**src/rtl/shift_sequencer_pkg.sv**
```systemverilog
// Shared encodings for the shift sequencer: shifter control codes, shift_op
// encodings and FSM state type.
package shift_sequencer_pkg;

  // Control codes understood by the RegDesloc shifter
  localparam logic [2:0] CtrlNop  = 3'b000;
  localparam logic [2:0] CtrlLoad = 3'b001;
  localparam logic [2:0] CtrlSll  = 3'b010;
  localparam logic [2:0] CtrlSrl  = 3'b011;
  localparam logic [2:0] CtrlSra  = 3'b100;
  localparam logic [2:0] CtrlRor  = 3'b101;
  localparam logic [2:0] CtrlRol  = 3'b110;

  // Requested operation encodings on shift_op; 101..111 are illegal
  localparam logic [2:0] OpSll = 3'b000;
  localparam logic [2:0] OpSrl = 3'b001;
  localparam logic [2:0] OpSra = 3'b010;
  localparam logic [2:0] OpRor = 3'b011;
  localparam logic [2:0] OpRol = 3'b100;

  typedef enum logic [1:0] {
    StIdle,
    StLoad,
    StShift,
    StDone
  } state_e;

endpackage

```
**src/rtl/shift_op_decode.sv**
```systemverilog
// Combinational map from a requested shift_op to its shifter control code,
// flagging encodings that have no shifter operation.
module shift_op_decode
  import shift_sequencer_pkg::*;
(
  input  logic [2:0] shift_op_i,
  output logic       legal_o,
  output logic [2:0] code_o
);

  always_comb begin
    legal_o = 1'b1;
    code_o  = CtrlNop;
    case (shift_op_i)
      OpSll:   code_o = CtrlSll;
      OpSrl:   code_o = CtrlSrl;
      OpSra:   code_o = CtrlSra;
      OpRor:   code_o = CtrlRor;
      OpRol:   code_o = CtrlRol;
      default: legal_o = 1'b0;
    endcase
  end

endmodule

```
**src/rtl/shift_sequencer.sv**
```systemverilog
// Multicycle controller sequencing LOAD then SHIFT on the shared shifter,
// with registered control outputs and done/err pulses for the main control unit.
module shift_sequencer
  import shift_sequencer_pkg::*;
#(
  parameter int unsigned AMT_W  = 5,
  parameter int unsigned CTRL_W = 3
) (
  input  logic              clk,
  input  logic              reset,
  input  logic              start,
  input  logic [2:0]        shift_op,
  input  logic              amt_sel,
  input  logic [AMT_W-1:0]  shamt_imm,
  input  logic [AMT_W-1:0]  shamt_reg,
  output logic [CTRL_W-1:0] SHIFTER_control,
  output logic              M_SHIFTER,
  output logic [AMT_W-1:0]  amount_out,
  output logic              busy,
  output logic              done,
  output logic              err
);

  state_e             state_q, state_d;
  logic [CTRL_W-1:0]  ctrl_q, ctrl_d;
  logic               sel_q, sel_d;
  logic [AMT_W-1:0]   amt_q, amt_d;
  logic [2:0]         code_q, code_d;
  logic               busy_q, busy_d;
  logic               done_q, done_d;
  logic               err_q, err_d;

  logic               op_legal;
  logic [2:0]         op_code;
  logic [AMT_W-1:0]   eff_amt;
  logic               can_accept;

  shift_op_decode u_decode (
    .shift_op_i (shift_op),
    .legal_o    (op_legal),
    .code_o     (op_code)
  );

  assign eff_amt    = amt_sel ? shamt_reg : shamt_imm;
  assign can_accept = (state_q == StIdle) || (state_q == StDone);

  always_comb begin
    state_d = state_q;
    sel_d   = sel_q;
    amt_d   = amt_q;
    code_d  = code_q;
    err_d   = 1'b0;

    unique case (state_q)
      StIdle:  state_d = StIdle;
      StLoad:  state_d = (amt_q == '0) ? StDone : StShift;
      StShift: state_d = StDone;
      StDone:  state_d = StIdle;
      default: state_d = StIdle;
    endcase

    // Requests are only sampled while idle or in the done cycle; otherwise dropped
    if (can_accept && start) begin
      if (op_legal) begin
        sel_d   = amt_sel;
        amt_d   = eff_amt;
        code_d  = op_code;
        state_d = StLoad;
      end else begin
        err_d   = 1'b1;
        state_d = StIdle;
      end
    end

    // Outputs are registered, so they are derived from the next state
    ctrl_d = CTRL_W'(CtrlNop);
    busy_d = 1'b0;
    done_d = 1'b0;
    unique case (state_d)
      StLoad: begin
        ctrl_d = CTRL_W'(CtrlLoad);
        busy_d = 1'b1;
      end
      StShift: begin
        ctrl_d = CTRL_W'(code_d);
        busy_d = 1'b1;
      end
      StDone:  done_d = 1'b1;
      default: ;
    endcase
  end

  always_ff @(posedge clk or posedge reset) begin
    if (reset) begin
      state_q <= StIdle;
      ctrl_q  <= CTRL_W'(CtrlNop);
      sel_q   <= 1'b0;
      amt_q   <= '0;
      code_q  <= CtrlNop;
      busy_q  <= 1'b0;
      done_q  <= 1'b0;
      err_q   <= 1'b0;
    end else begin
      state_q <= state_d;
      ctrl_q  <= ctrl_d;
      sel_q   <= sel_d;
      amt_q   <= amt_d;
      code_q  <= code_d;
      busy_q  <= busy_d;
      done_q  <= done_d;
      err_q   <= err_d;
    end
  end

  assign SHIFTER_control = ctrl_q;
  assign M_SHIFTER       = sel_q;
  assign amount_out      = amt_q;
  assign busy            = busy_q;
  assign done            = done_q;
  assign err             = err_q;

endmodule

```
**config.mk**
```make
export PLATFORM = sky130hd
export DESIGN_NAME = shift_sequencer
export DESIGN_NICKNAME = d
export VERILOG_FILES = /design/src/rtl/shift_sequencer_pkg.sv /design/src/rtl/shift_op_decode.sv /design/src/rtl/shift_sequencer.sv
export SDC_FILE = /design/constraint.sdc
export NUM_CORES = 1
export LEC_CHECK = 0
export ABC_AREA = 1
export BUFFER_PORTS_ARGS = -buffer_cell sky130_fd_sc_hd__buf_4
export CAP_MARGIN = 5
export CORE_MARGIN = 2
export CORE_UTILIZATION = 28
export CTS_CLUSTER_DIAMETER = 150
export DETAILED_ROUTE_END_ITERATION = 7
export GPL_ROUTABILITY_DRIVEN = 0
export PLACE_DENSITY = 0.62
export SLEW_MARGIN = 20
export SYNTH_ARGS = -nofsm -noshare
export SYNTH_HDL_FRONTEND = slang
export SYNTH_SLANG_ARGS = --single-unit
```
**constraint.sdc**
```tcl
create_clock -name clk -period 4 [get_ports clk]
set_input_delay 0.2 -clock clk [delete_from_list [all_inputs] [get_ports clk]]
set_output_delay 0.2 -clock clk [all_outputs]
set_load 0.1 [all_outputs]
```
==> impl_metrics.yaml <==
outcome:
  status: "finished with violations"
  violations: "negative hold slack"
route:
  ant_nets: 0
  drc: 0
  vias: 640
  wl_mm: 1.51
  first_iter_violations: 2
  viasPerCell: 4.27
  wl_per_cell_um: 10.1
  first_pass_iters: 3
final_layout:
  most-common-layout-cells: "buf_4 (28), nand2_1 (20), dfrtp_1 (17)"
  final_cells: 150
  final_common_cell: "buf_4"
  fillers: 289
  fin_nets: 139
  area_growth_pct: 32.2
  n_antenna_cell: 0
  final_layout_size_suffix_gt1_frac: 0.378
die:
  ios: 29
  rows: 19
  start_util: 0.293
  die_w_um: 57.7
  die_area_um2: 3330
  fp.coreArea_um2: 2760
  die_y_um: 57.7
global_routing:
  antenna_found_initial: 0
  grt-ovfl-total: 0
  grt_pass1_vias: 604
  grt_max_degree: 18
  track_usage: 0.0986
  grt_pass1_wl_mm: 2.48
placement:
  numPortBuffers: 28
  post-place-cells: 146
  dp_hpwl_mm: 1.19
clocking:
  clkLatencyLatePin_ps: 280
  postCtsSetupBuffers: 0
  cts-root-buf: "clkbuf_4"
  clk_pin_slew_worst_paths_ps: 90
  cts_sinks: 17
  cts-resized-gates: 0
  cts_hold_buf: 0
  cts_tree: "yes"
  cts_max_path_buffers: 2
  numCtsBuffers: 3
  h-tree-depth: 1
synthesis:
  synth_seq_cells: 17
  syn_area_um2: 807
  synthAdderAreaFrac: 0.0310
  synth.distinct_cells: 20
  syn_area_per_cell_um2: 9.07
  synth-xor-area-share: 0
  synth_seq_area_share: 0.527
  synth_cells: 89
  syn_nets: 108
  synthMuxAreaShare: 0
  synth_top_family_by_area: "simple AND/OR/NAND/NOR gates"
  synth_simple_gate_area_frac: 0.231
  synth_compound_area_frac: 0.109
  ys_warn_count: 0
flow_run:
  max_cap_viol_count: 0
hold_path:
  hp-class: "primary input to async pin"
timing:
  relSlewSlack: 0.576
  rsz0062_at_grt: "no"
  max_freq_mhz: 654
  finClkSkew_ps: 0.756
  tns_ps: 0
  report.final.slew_viol_count: 0
  timing.final.crit_share: 0.382
  setup_viol: 0
  holdWs_ps: -3.89
  max_slew.worst_pin.slew_ps: 636
  final_hold_viol_count: 17
  period_needed_ps: 1530
setup_path:
  crit_type: "flop to flop"
  start_kind: "flop"
  r2r_slack_ps: 2470
  worstPathRequired_ps: 4170
  path_max_fanout: 16
  reg2reg_depth: 7
  crit_start: "state_q[0]"
  rr_endpoint: "code_q[1]"
  r2r_start: "state_q[0]"
  end_kind: "flop"
  cp.arrival_ps: 1700
  endpoint: "code_q[1]"
[how the worst min path moves through the flow]
stage | startpoint | endpoint
floorplan | reset | M_SHIFTER
global placement | reset | done
detailed placement | reset | done
CTS | reset | SHIFTER_control[1]
global route | reset | SHIFTER_control[1]
finish | reset | SHIFTER_control[1]
[kinds of logic after synthesis]
group,after synthesis
fa+ha+maj,2
flops,17
buf+inv,20
simple gates,37
compound gates,13
[synth_stat cells]
cell type / instances / area [um^2]
nor3b_1: 1 / 7.51
o21ai_1: 1 / 5.00
nand3b_1: 1 / 7.51
clkbuf_1: 1 / 3.75
nand2_4: 2 / 22.5
a21oi_1: 1 / 5.00
o21ai_2: 5 / 43.8
nand2_1: 20 / 75.1
o21ai_0: 5 / 25.0
buf_6: 1 / 11.3
dfrtp_1: 17 / 425
nor2_2: 2 / 12.5
nand3_1: 3 / 15.0
inv_1: 16 / 60.1
nor2_1: 6 / 22.5
a21oi_2: 1 / 8.76
inv_2: 2 / 7.51
nand3_4: 1 / 17.5
ha_1: 2 / 25.0
nand2_2: 1 / 6.26
[sequential cells by signal, indices dropped and copies added (netlist names)]
| signal | cells |
|---|---|
| amount_out | 5 |
| SHIFTER_control | 3 |
| code_q | 3 |
| state_q | 2 |
| M_SHIFTER | 1 |
| busy | 1 |
| done | 1 |
| err | 1 |
[critical path: stages (launching register included)]
cell and delay (ps):
dfrtp_1 360, inv_1 50, ha_1 320, nand2_2 80, inv_2 100, nand3_4 180
a21oi_1 270, inv_1 60
[through the flow]
stage | setup WS (ps) | cell area [um^2] | utilization
after floorplan | 2530 | 807 | -
after global placement | 2520 | 1040 | 0.377
after detailed placement | 2440 | 1040 | 0.377
after CTS | 2430 | 1070 | 0.387
after global routing | 2340 | 1070 | 0.387
final | 2470 | 1070 | 0.387
[metal layers]
layer	vias up	share of wire	wire length [um]	GRT usage
met5	-	0	0	0
met4	0	0	0	0.0299
met3	0	0.095	144	0.0424
met2	25	0.44	660	0.151
met1	284	0.47	704	0.127
li1	331	-	-	-
[cell type report]
cell class,instances,area [um^2],share of cell area
Inverter,18,67.6,0.0633
Timing Repair Buffer,28,210,0.197
Multi-Input combinational cell,52,299,0.280
Sequential cell,17,425,0.399
Clock buffer,4,26.3,0.0246
Tap cell,31,38.8,0.0363
Power is left out: the tool's default activity adds up to more than one toggle a clock period on the data nets, which glitch-free logic cannot reach.
